File: src/rtl/ex_ctl_pipe.sv
// ID/EX stage: decodes an RV32 instruction into execute controls and holds
// them with the operands, PC and instruction in a one-entry stage. Adds a
// valid/ready handshake, flush, illegal flagging and a multi-cycle divide hold.
module ex_ctl_pipe #(
  parameter int XLEN       = 32,
  parameter int EN_M       = 1,
  parameter int DIV_CYCLES = 32
) (
  input  logic            clk,
  input  logic            rst,
  input  logic            flush,
  input  logic            in_valid,
  output logic            in_ready,
  input  logic [XLEN-1:0] data_a,
  input  logic [XLEN-1:0] data_b,
  input  logic [XLEN-1:0] pc_de,
  input  logic [31:0]     instruction,
  input  logic            ex_ready,
  output logic            ex_valid,
  output logic            ex_busy,
  output logic            a_sel,
  output logic            b_sel,
  output logic [3:0]      imm_sel,
  output logic            sign,
  output logic            pc_sel,
  output logic [2:0]      br_expect,
  output logic            br_un,
  output logic [4:0]      alu_sel,
  output logic [1:0]      ex_sys,
  output logic            ex_illegal,
  output logic [XLEN-1:0] data_a_exe,
  output logic [XLEN-1:0] data_b_exe,
  output logic [XLEN-1:0] pc_exe,
  output logic [31:0]     instr_exe
);

  localparam int CNT_W = (DIV_CYCLES > 1) ? $clog2(DIV_CYCLES) : 1;
  localparam logic [CNT_W-1:0] CNT_LOAD = CNT_W'(DIV_CYCLES - 1);
  localparam logic [31:0] NOP = 32'h0000_0013;

  localparam logic [4:0] ALU_AND = 5'b00000, ALU_OR = 5'b00001, ALU_XOR = 5'b00010;
  localparam logic [4:0] ALU_ADD = 5'b00011, ALU_SUB = 5'b00100, ALU_PASSB = 5'b00110;
  localparam logic [4:0] ALU_SLL = 5'b00111, ALU_SRL = 5'b01000, ALU_SRA = 5'b01010;
  localparam logic [4:0] ALU_SLTU = 5'b01011, ALU_SLT = 5'b01100;

  localparam logic [3:0] IMM_I = 4'd1, IMM_S = 4'd2, IMM_B = 4'd3, IMM_U = 4'd4, IMM_J = 4'd5;

  typedef struct packed {
    logic       a_sel;
    logic       b_sel;
    logic [3:0] imm_sel;
    logic       sign;
    logic       pc_sel;
    logic [2:0] br_expect;
    logic       br_un;
    logic [4:0] alu_sel;
    logic [1:0] ex_sys;
    logic       ex_illegal;
  } ctl_t;

  localparam ctl_t CTL_RST = '{a_sel: 1'b0, b_sel: 1'b1, imm_sel: 4'd0, sign: 1'b0,
                               pc_sel: 1'b0, br_expect: 3'd0, br_un: 1'b0,
                               alu_sel: ALU_PASSB, ex_sys: 2'b00, ex_illegal: 1'b0};

  typedef enum logic {S_IDLE, S_DIV} state_t;

  state_t            state_q, state_d;
  logic [CNT_W-1:0]  cnt_q, cnt_d;
  logic              ex_valid_q, ex_valid_d;
  logic              ex_busy_q, ex_busy_d;
  ctl_t              ctl_q, ctl_d;
  logic [XLEN-1:0]   data_a_q, data_a_d, data_b_q, data_b_d, pc_q, pc_d;
  logic [31:0]       instr_q, instr_d;

  ctl_t              dec;
  logic              bad;
  logic              is_div;
  logic              accept;
  logic [6:0]        opc;
  logic [2:0]        f3;
  logic [6:0]        f7;

  assign opc = instruction[6:0];
  assign f3  = instruction[14:12];
  assign f7  = instruction[31:25];

  // Instruction decode; any unrecognised encoding falls back to the idle controls.
  always_comb begin
    dec    = CTL_RST;
    bad    = 1'b0;
    is_div = 1'b0;
    case (opc)
      7'b0110111: dec.imm_sel = IMM_U;
      7'b0010111: begin dec.imm_sel = IMM_U; dec.alu_sel = ALU_ADD; dec.a_sel = 1'b1; end
      7'b1101111: begin
        dec.imm_sel = IMM_J; dec.alu_sel = ALU_ADD; dec.a_sel = 1'b1; dec.pc_sel = 1'b1;
      end
      7'b1100111: begin
        if (f3 == 3'b000) begin
          dec.imm_sel = IMM_I; dec.alu_sel = ALU_ADD; dec.pc_sel = 1'b1;
        end else bad = 1'b1;
      end
      7'b1100011: begin
        dec.imm_sel = IMM_B; dec.alu_sel = ALU_ADD; dec.a_sel = 1'b1;
        case (f3)
          3'b000:  dec.br_expect = 3'd1;
          3'b001:  dec.br_expect = 3'd2;
          3'b100:  dec.br_expect = 3'd3;
          3'b101:  dec.br_expect = 3'd4;
          3'b110:  begin dec.br_expect = 3'd5; dec.br_un = 1'b1; end
          3'b111:  begin dec.br_expect = 3'd6; dec.br_un = 1'b1; end
          default: bad = 1'b1;
        endcase
      end
      7'b0000011: begin
        dec.imm_sel = IMM_I; dec.alu_sel = ALU_ADD;
        if (f3 == 3'b011 || f3 == 3'b110 || f3 == 3'b111) bad = 1'b1;
      end
      7'b0100011: begin
        dec.imm_sel = IMM_S; dec.alu_sel = ALU_ADD;
        if (f3[2] || f3 == 3'b011) bad = 1'b1;
      end
      7'b0010011: begin
        dec.imm_sel = IMM_I;
        case (f3)
          3'b000: dec.alu_sel = ALU_ADD;
          3'b010: dec.alu_sel = ALU_SLT;
          3'b011: dec.alu_sel = ALU_SLTU;
          3'b100: dec.alu_sel = ALU_XOR;
          3'b110: dec.alu_sel = ALU_OR;
          3'b111: dec.alu_sel = ALU_AND;
          3'b001: begin dec.alu_sel = ALU_SLL; bad = (f7 != 7'b0000000); end
          3'b101: begin
            if (f7 == 7'b0000000) dec.alu_sel = ALU_SRL;
            else if (f7 == 7'b0100000) dec.alu_sel = ALU_SRA;
            else bad = 1'b1;
          end
        endcase
      end
      7'b0110011: begin
        dec.b_sel = 1'b0;
        case (f7)
          7'b0000000: begin
            case (f3)
              3'b000: dec.alu_sel = ALU_ADD;
              3'b001: dec.alu_sel = ALU_SLL;
              3'b010: dec.alu_sel = ALU_SLT;
              3'b011: dec.alu_sel = ALU_SLTU;
              3'b100: dec.alu_sel = ALU_XOR;
              3'b101: dec.alu_sel = ALU_SRL;
              3'b110: dec.alu_sel = ALU_OR;
              3'b111: dec.alu_sel = ALU_AND;
            endcase
          end
          7'b0100000: begin
            if (f3 == 3'b000) dec.alu_sel = ALU_SUB;
            else if (f3 == 3'b101) dec.alu_sel = ALU_SRA;
            else bad = 1'b1;
          end
          7'b0000001: begin
            // M ops are 10xxx with funct3 in the low bits; funct3[2] marks the divides.
            if (EN_M != 0) begin
              dec.alu_sel = {2'b10, f3};
              is_div      = f3[2];
            end else bad = 1'b1;
          end
          default: bad = 1'b1;
        endcase
      end
      7'b0001111: ;
      7'b1110011: begin
        if (instruction[31:20] == 12'd0) dec.ex_sys = 2'b01;
        else if (instruction[31:20] == 12'd1) dec.ex_sys = 2'b10;
        else bad = 1'b1;
      end
      default: bad = 1'b1;
    endcase
    dec.sign = (dec.imm_sel == IMM_I) || (dec.imm_sel == IMM_S) ||
               (dec.imm_sel == IMM_B) || (dec.imm_sel == IMM_J);
    if (bad) begin
      dec            = CTL_RST;
      dec.ex_illegal = 1'b1;
      is_div         = 1'b0;
    end
  end

  assign in_ready = !flush && (state_q == S_IDLE) && (!ex_valid_q || ex_ready);
  assign accept   = in_valid && in_ready;

  // Next-state: flush beats the divide hold, which beats accept and drain.
  always_comb begin
    state_d    = state_q;
    cnt_d      = cnt_q;
    ex_valid_d = ex_valid_q;
    ex_busy_d  = ex_busy_q;
    ctl_d      = ctl_q;
    data_a_d   = data_a_q;
    data_b_d   = data_b_q;
    pc_d       = pc_q;
    instr_d    = instr_q;
    if (flush) begin
      state_d    = S_IDLE;
      cnt_d      = '0;
      ex_valid_d = 1'b0;
      ex_busy_d  = 1'b0;
      ctl_d      = CTL_RST;
      data_a_d   = '0;
      data_b_d   = '0;
      pc_d       = '0;
      instr_d    = NOP;
    end else if (state_q == S_DIV) begin
      if (cnt_q == '0) begin
        state_d    = S_IDLE;
        ex_busy_d  = 1'b0;
        ex_valid_d = 1'b1;
      end else begin
        cnt_d = cnt_q - 1'b1;
      end
    end else if (accept) begin
      ctl_d    = dec;
      data_a_d = data_a;
      data_b_d = data_b;
      pc_d     = pc_de;
      instr_d  = instruction;
      if (is_div) begin
        state_d    = S_DIV;
        cnt_d      = CNT_LOAD;
        ex_valid_d = 1'b0;
        ex_busy_d  = 1'b1;
      end else begin
        ex_valid_d = 1'b1;
      end
    end else if (ex_ready) begin
      ex_valid_d = 1'b0;
    end
  end

  // Stage register with the FSM state; every output comes straight from here.
  always_ff @(posedge clk or posedge rst) begin
    if (rst) begin
      state_q    <= S_IDLE;
      cnt_q      <= '0;
      ex_valid_q <= 1'b0;
      ex_busy_q  <= 1'b0;
      ctl_q      <= CTL_RST;
      data_a_q   <= '0;
      data_b_q   <= '0;
      pc_q       <= '0;
      instr_q    <= NOP;
    end else begin
      state_q    <= state_d;
      cnt_q      <= cnt_d;
      ex_valid_q <= ex_valid_d;
      ex_busy_q  <= ex_busy_d;
      ctl_q      <= ctl_d;
      data_a_q   <= data_a_d;
      data_b_q   <= data_b_d;
      pc_q       <= pc_d;
      instr_q    <= instr_d;
    end
  end

  assign ex_valid   = ex_valid_q;
  assign ex_busy    = ex_busy_q;
  assign a_sel      = ctl_q.a_sel;
  assign b_sel      = ctl_q.b_sel;
  assign imm_sel    = ctl_q.imm_sel;
  assign sign       = ctl_q.sign;
  assign pc_sel     = ctl_q.pc_sel;
  assign br_expect  = ctl_q.br_expect;
  assign br_un      = ctl_q.br_un;
  assign alu_sel    = ctl_q.alu_sel;
  assign ex_sys     = ctl_q.ex_sys;
  assign ex_illegal = ctl_q.ex_illegal;
  assign data_a_exe = data_a_q;
  assign data_b_exe = data_b_q;
  assign pc_exe     = pc_q;
  assign instr_exe  = instr_q;

endmodule
File: config.mk
export PLATFORM = sky130hd
export DESIGN_NAME = ex_ctl_pipe
export DESIGN_NICKNAME = d
export VERILOG_FILES = /design/src/rtl/ex_ctl_pipe.sv
export SDC_FILE = /design/constraint.sdc
export NUM_CORES = 1
export LEC_CHECK = 0
export ABC_AREA = 1
export CORE_ASPECT_RATIO = 0.7
export CORE_MARGIN = 3
export CORE_UTILIZATION = 35
export DETAILED_ROUTE_END_ITERATION = 10
export PLACE_DENSITY_LB_ADDON = 0.1
export SLEW_MARGIN = 0
export SYNTH_ARGS = -nofsm -noshare
export SYNTH_HDL_FRONTEND = slang
export SYNTH_SLANG_ARGS = --single-unit
File: constraint.sdc
create_clock -name clk -period 6.45 [get_ports clk]
set_input_delay 0.9675 -clock clk [delete_from_list [all_inputs] [get_ports clk]]
set_output_delay 0.9675 -clock clk [all_outputs]
set_load 0.02 [all_outputs]
==> flow_summary.toml <==
[outcome]
outcome = "complete, no violations"

[global_routing]
grtUsageTotal_pct = 20.2
grt_start_max_net_pins = 111
globalRouteOverflowTotal = 0
grt_antenna_before_repair = 0
grt_pass1_vias = 6000
global_route_wire_length_before_repair_um = 33000

[worst_setup_path]
timing.critical_path.slowest_stage_cell = "sky130_fd_sc_hd__clkdlybuf4s50_1"
critPathCaptureType = "output pin"
rrSetupSlack_ps = 3750
crit_arrival_ps = 2540
critical_path_class = "in2out"
critical_path_peak_fanout = 7
worstPathBufferInverterCount = 3
critical_path_launch_point_type = "input port"
cp_top_family = "buffers and inverters"
crit_path_required_time_ps = 5480
critPathMostFrequentCell = "sky130_fd_sc_hd__clkdlybuf4s50_1"
critical-path-max-stage-delay_ps = 620
critical_path.cell_chain = "clkdlybuf4s50_1 > nor2_2 > o21ai_2 > inv_2 > clkdlybuf4s50_1"

[power_and_ir_drop]
cellPowerDensity_mw_per_mm2 = 250
totalPowerFinal_mw = 2.58
worst_ir_drop_vdd_mv = 0.160
power_leakage_nw = 4.77

[timing]
timing.final.crit_period_ps = 3510
grt_setup_unrepaired = "no"
min_period_over_period_pct = 54.4
max_freq_ghz = 0.285
tns_ps = 0
final.setup_skew_ps = 11.3
final_max_slew_viol_count = 0
worst_slew_pin_slew_ps = 979
finalSetupViolations = 0
final-hold-violation-count = 0
maxSlewHeadroom_pct = 34.7

[clock_tree]
cts-buffers-inserted = 17
clockBufferDepth = 2
cts.root.buffer_cell = "sky130_fd_sc_hd__clkbuf_16"
post_cts_hold_buffer_count = 0
post-cts-setup-buffer-count = 0
clock_latency_ps = 420
cts_tree = "built"
clock-sinks = 155
cts.reportedPaths.clkPinSlew_ps = 60
post_cts_resized = 0
cts_htree_levels = 4

[synthesis]
ys_types = 37
synth-seq-cells = 155
avgSynthCellArea_um2 = 10.4
async_flop_share_pct = 100
synth-edff-count = 0
synth-adder-area-share_pct = 1.30
synth_top_family_by_area = "compound AO/OA/AOI/OAI gates"
yosys_most_used_dff = "sky130_fd_sc_hd__dfrtp_1"
net_count_after_synthesis = 792
leading_post_synthesis_cells_by_cell_area = "sky130_fd_sc_hd__dfrtp_1 55%, sky130_fd_sc_hd__a22o_1 15%, sky130_fd_sc_hd__nand2_1 6.6%"
post_synth_instance_area_mm2 = 0.00676
synth_area_leader_cell = "sky130_fd_sc_hd__dfrtp_1"
post_synth_inst_count = 652
ys_top_cells_by_count = "149 x sky130_fd_sc_hd__dfrtp_1, 119 x sky130_fd_sc_hd__nand2_1, 113 x sky130_fd_sc_hd__a22o_1, 43 x sky130_fd_sc_hd__inv_1, 38 x sky130_fd_sc_hd__nor2_1"
synth_largest_type_area_fraction_pct = 55.2
post_synth_mux_area_share_pct = 0
synth_simple_gate_area_share_pct = 15.8
synthesized_area_fraction_occupied_by_xor_and_xnor_cells_pct = 0
yosys_warnings = 0
portion_of_the_post_synthesis_area_used_by_sequential_elements_pct = 57.5
synth_compound_area_share_pct = 19.5
synth.most_common_cell = "sky130_fd_sc_hd__dfrtp_1"

[route]
drt.antenna.violating_nets = 0
wl_per_cell_um = 18.5
first_pass_iters = 6
drt_drc_violations_left = 0
vias_per_cell = 5.07
routed-via-count = 5936
drt_iter0_markers = 408
routed_wl_um = 21700

[layout]
antenna_cells = 0
final_core_utilization_pct = 55.9
design_area_mm2 = 0.0103
final_layout_size_suffix_gt1_share_pct = 9.10
finalNetCount = 1062
layout_overhead_on_the_synthesized_area_pct = 52.8
final.fill_count = 1602

[place]
placedInstanceArea_mm2 = 0.00971
io_buffers = 282
gpl.final_weighted_congestion = 0.925
dp_hpwl_um = 15600

[die]
dieArea_mm2 = 0.0210
row_count = 41
die_w_um = 172
die-height_um = 122
io-pin-count = 284
total_core_area_mm2 = 0.0185
start_util_pct = 36.6

[worst_hold_path]
hold_path_class = "reg2reg"

[flow_run]
maxCapViolCount = 0
==> metal layers <==
layer	vias up	track usage, %	routed length, um
met2	254	30.8	9610
met3	20	7.44	2070
met1	2864	27.9	9730
met5	-	0	0
met4	0	4.54	244
li1	2798	-	-
==> area by class of cell <==
class,count,area [um2],area share (%)
clock buffer,17,425,4.12
clock inverter,14,185,1.79
inverter,52,208,2.01
multi-input combinational,411,2480,24.0
sequential,155,3890,37.6
tap,236,295,2.86
timing repair buffer,285,2850,27.6
==> sequential cells by signal, summed over array words and instances, names as in the netlist <==
register / flops
data_a_exe: 32
data_b_exe: 32
instr_exe: 32
pc_exe: 32
alu_sel: 5
cnt_q: 5
br_expect: 3
imm_sel: 3
ex_sys: 2
a_sel: 1
b_sel: 1
br_un: 1
ex_busy: 1
ex_illegal: 1
ex_valid: 1
pc_sel: 1
sign: 1
state_q: 1
==> cells by family (layout without fill, tap and decap cells) <==
logic type / Yosys count / count (layout)
AOI/OAI and AO/OA: 169 / 169
other: 1 / 1
adders and majority gates: 7 / 7
buffers and inverters: 86 / 368
and+or+nand+nor: 234 / 234
DFF: 155 / 155
==> cells in the final DEF, fill, tap and decap left out, types with 3 or more instances in the layout <==
cell and instances:
sky130_fd_sc_hd__a21oi_1 6, sky130_fd_sc_hd__a22o_1 113, sky130_fd_sc_hd__buf_4 3, sky130_fd_sc_hd__bufinv_16 3
sky130_fd_sc_hd__clkbuf_16 17, sky130_fd_sc_hd__clkdlybuf4s50_1 282, sky130_fd_sc_hd__dfrtp_1 149, sky130_fd_sc_hd__dfstp_2 6
sky130_fd_sc_hd__ha_1 7, sky130_fd_sc_hd__inv_1 42, sky130_fd_sc_hd__inv_2 6, sky130_fd_sc_hd__inv_4 3
sky130_fd_sc_hd__inv_6 5, sky130_fd_sc_hd__nand2_1 119, sky130_fd_sc_hd__nand2_2 11, sky130_fd_sc_hd__nand2_4 4
sky130_fd_sc_hd__nand3_1 33, sky130_fd_sc_hd__nand3_2 3, sky130_fd_sc_hd__nand4_1 5, sky130_fd_sc_hd__nor2_1 38
sky130_fd_sc_hd__nor2_2 7, sky130_fd_sc_hd__nor3_1 7, sky130_fd_sc_hd__nor4_1 3, sky130_fd_sc_hd__o21ai_0 34
sky130_fd_sc_hd__o21ai_2 5
==> worst register-to-register path: stages (launching register included) <==
cell                      delay [ps]
sky130_fd_sc_hd__dfrtp_1         440
sky130_fd_sc_hd__nor2_2           90
sky130_fd_sc_hd__o21ai_2          70
sky130_fd_sc_hd__inv_2            70
sky130_fd_sc_hd__nand2_4         250
sky130_fd_sc_hd__nand2_4         130
sky130_fd_sc_hd__inv_4           620
sky130_fd_sc_hd__buf_4           710
sky130_fd_sc_hd__a22o_1          270
==> report_power, final <==
group / internal [mW] / switching, mW
clock network: 0.617 / 0.420
registers: 1.04 / 0.0402
logic: 0.229 / 0.239
==> worst paths after layout <==
check | cells past startpoint | to | startpoint
hold reg to reg | 2 | alu_sel[3]$_DFFE_PP0P_ | alu_sel[3]$_DFFE_PP0P_
hold / removal | 2 | alu_sel[3]$_DFFE_PP0P_ | alu_sel[3]$_DFFE_PP0P_
min in group asynchronous | 2 | data_a_exe[10]$_DFFE_PP0P_ | rst
max in group asynchronous | 3 | instr_exe[10]$_DFFE_PP0P_ | rst
setup / recovery | 5 | in_ready | flush
setup reg to reg | 8 | data_b_exe[6]$_DFFE_PP0P_ | state_q$_DFF_PP0_
==> stage by stage <==
step / std cells / worst slack [ps] / hold WS, ps
2_1_floorplan: 652 / 1310 / 469
3_3_place_gp: 1139 / 2640 / 466
3_5_place_dp: 1139 / 2550 / 469
4_1_cts: 1170 / 2960 / 486
5_1_grt: 1170 / 2770 / 510
6_report: 1170 / 2940 / 478
No activity file was read; power rests on OpenSTA's default activity.
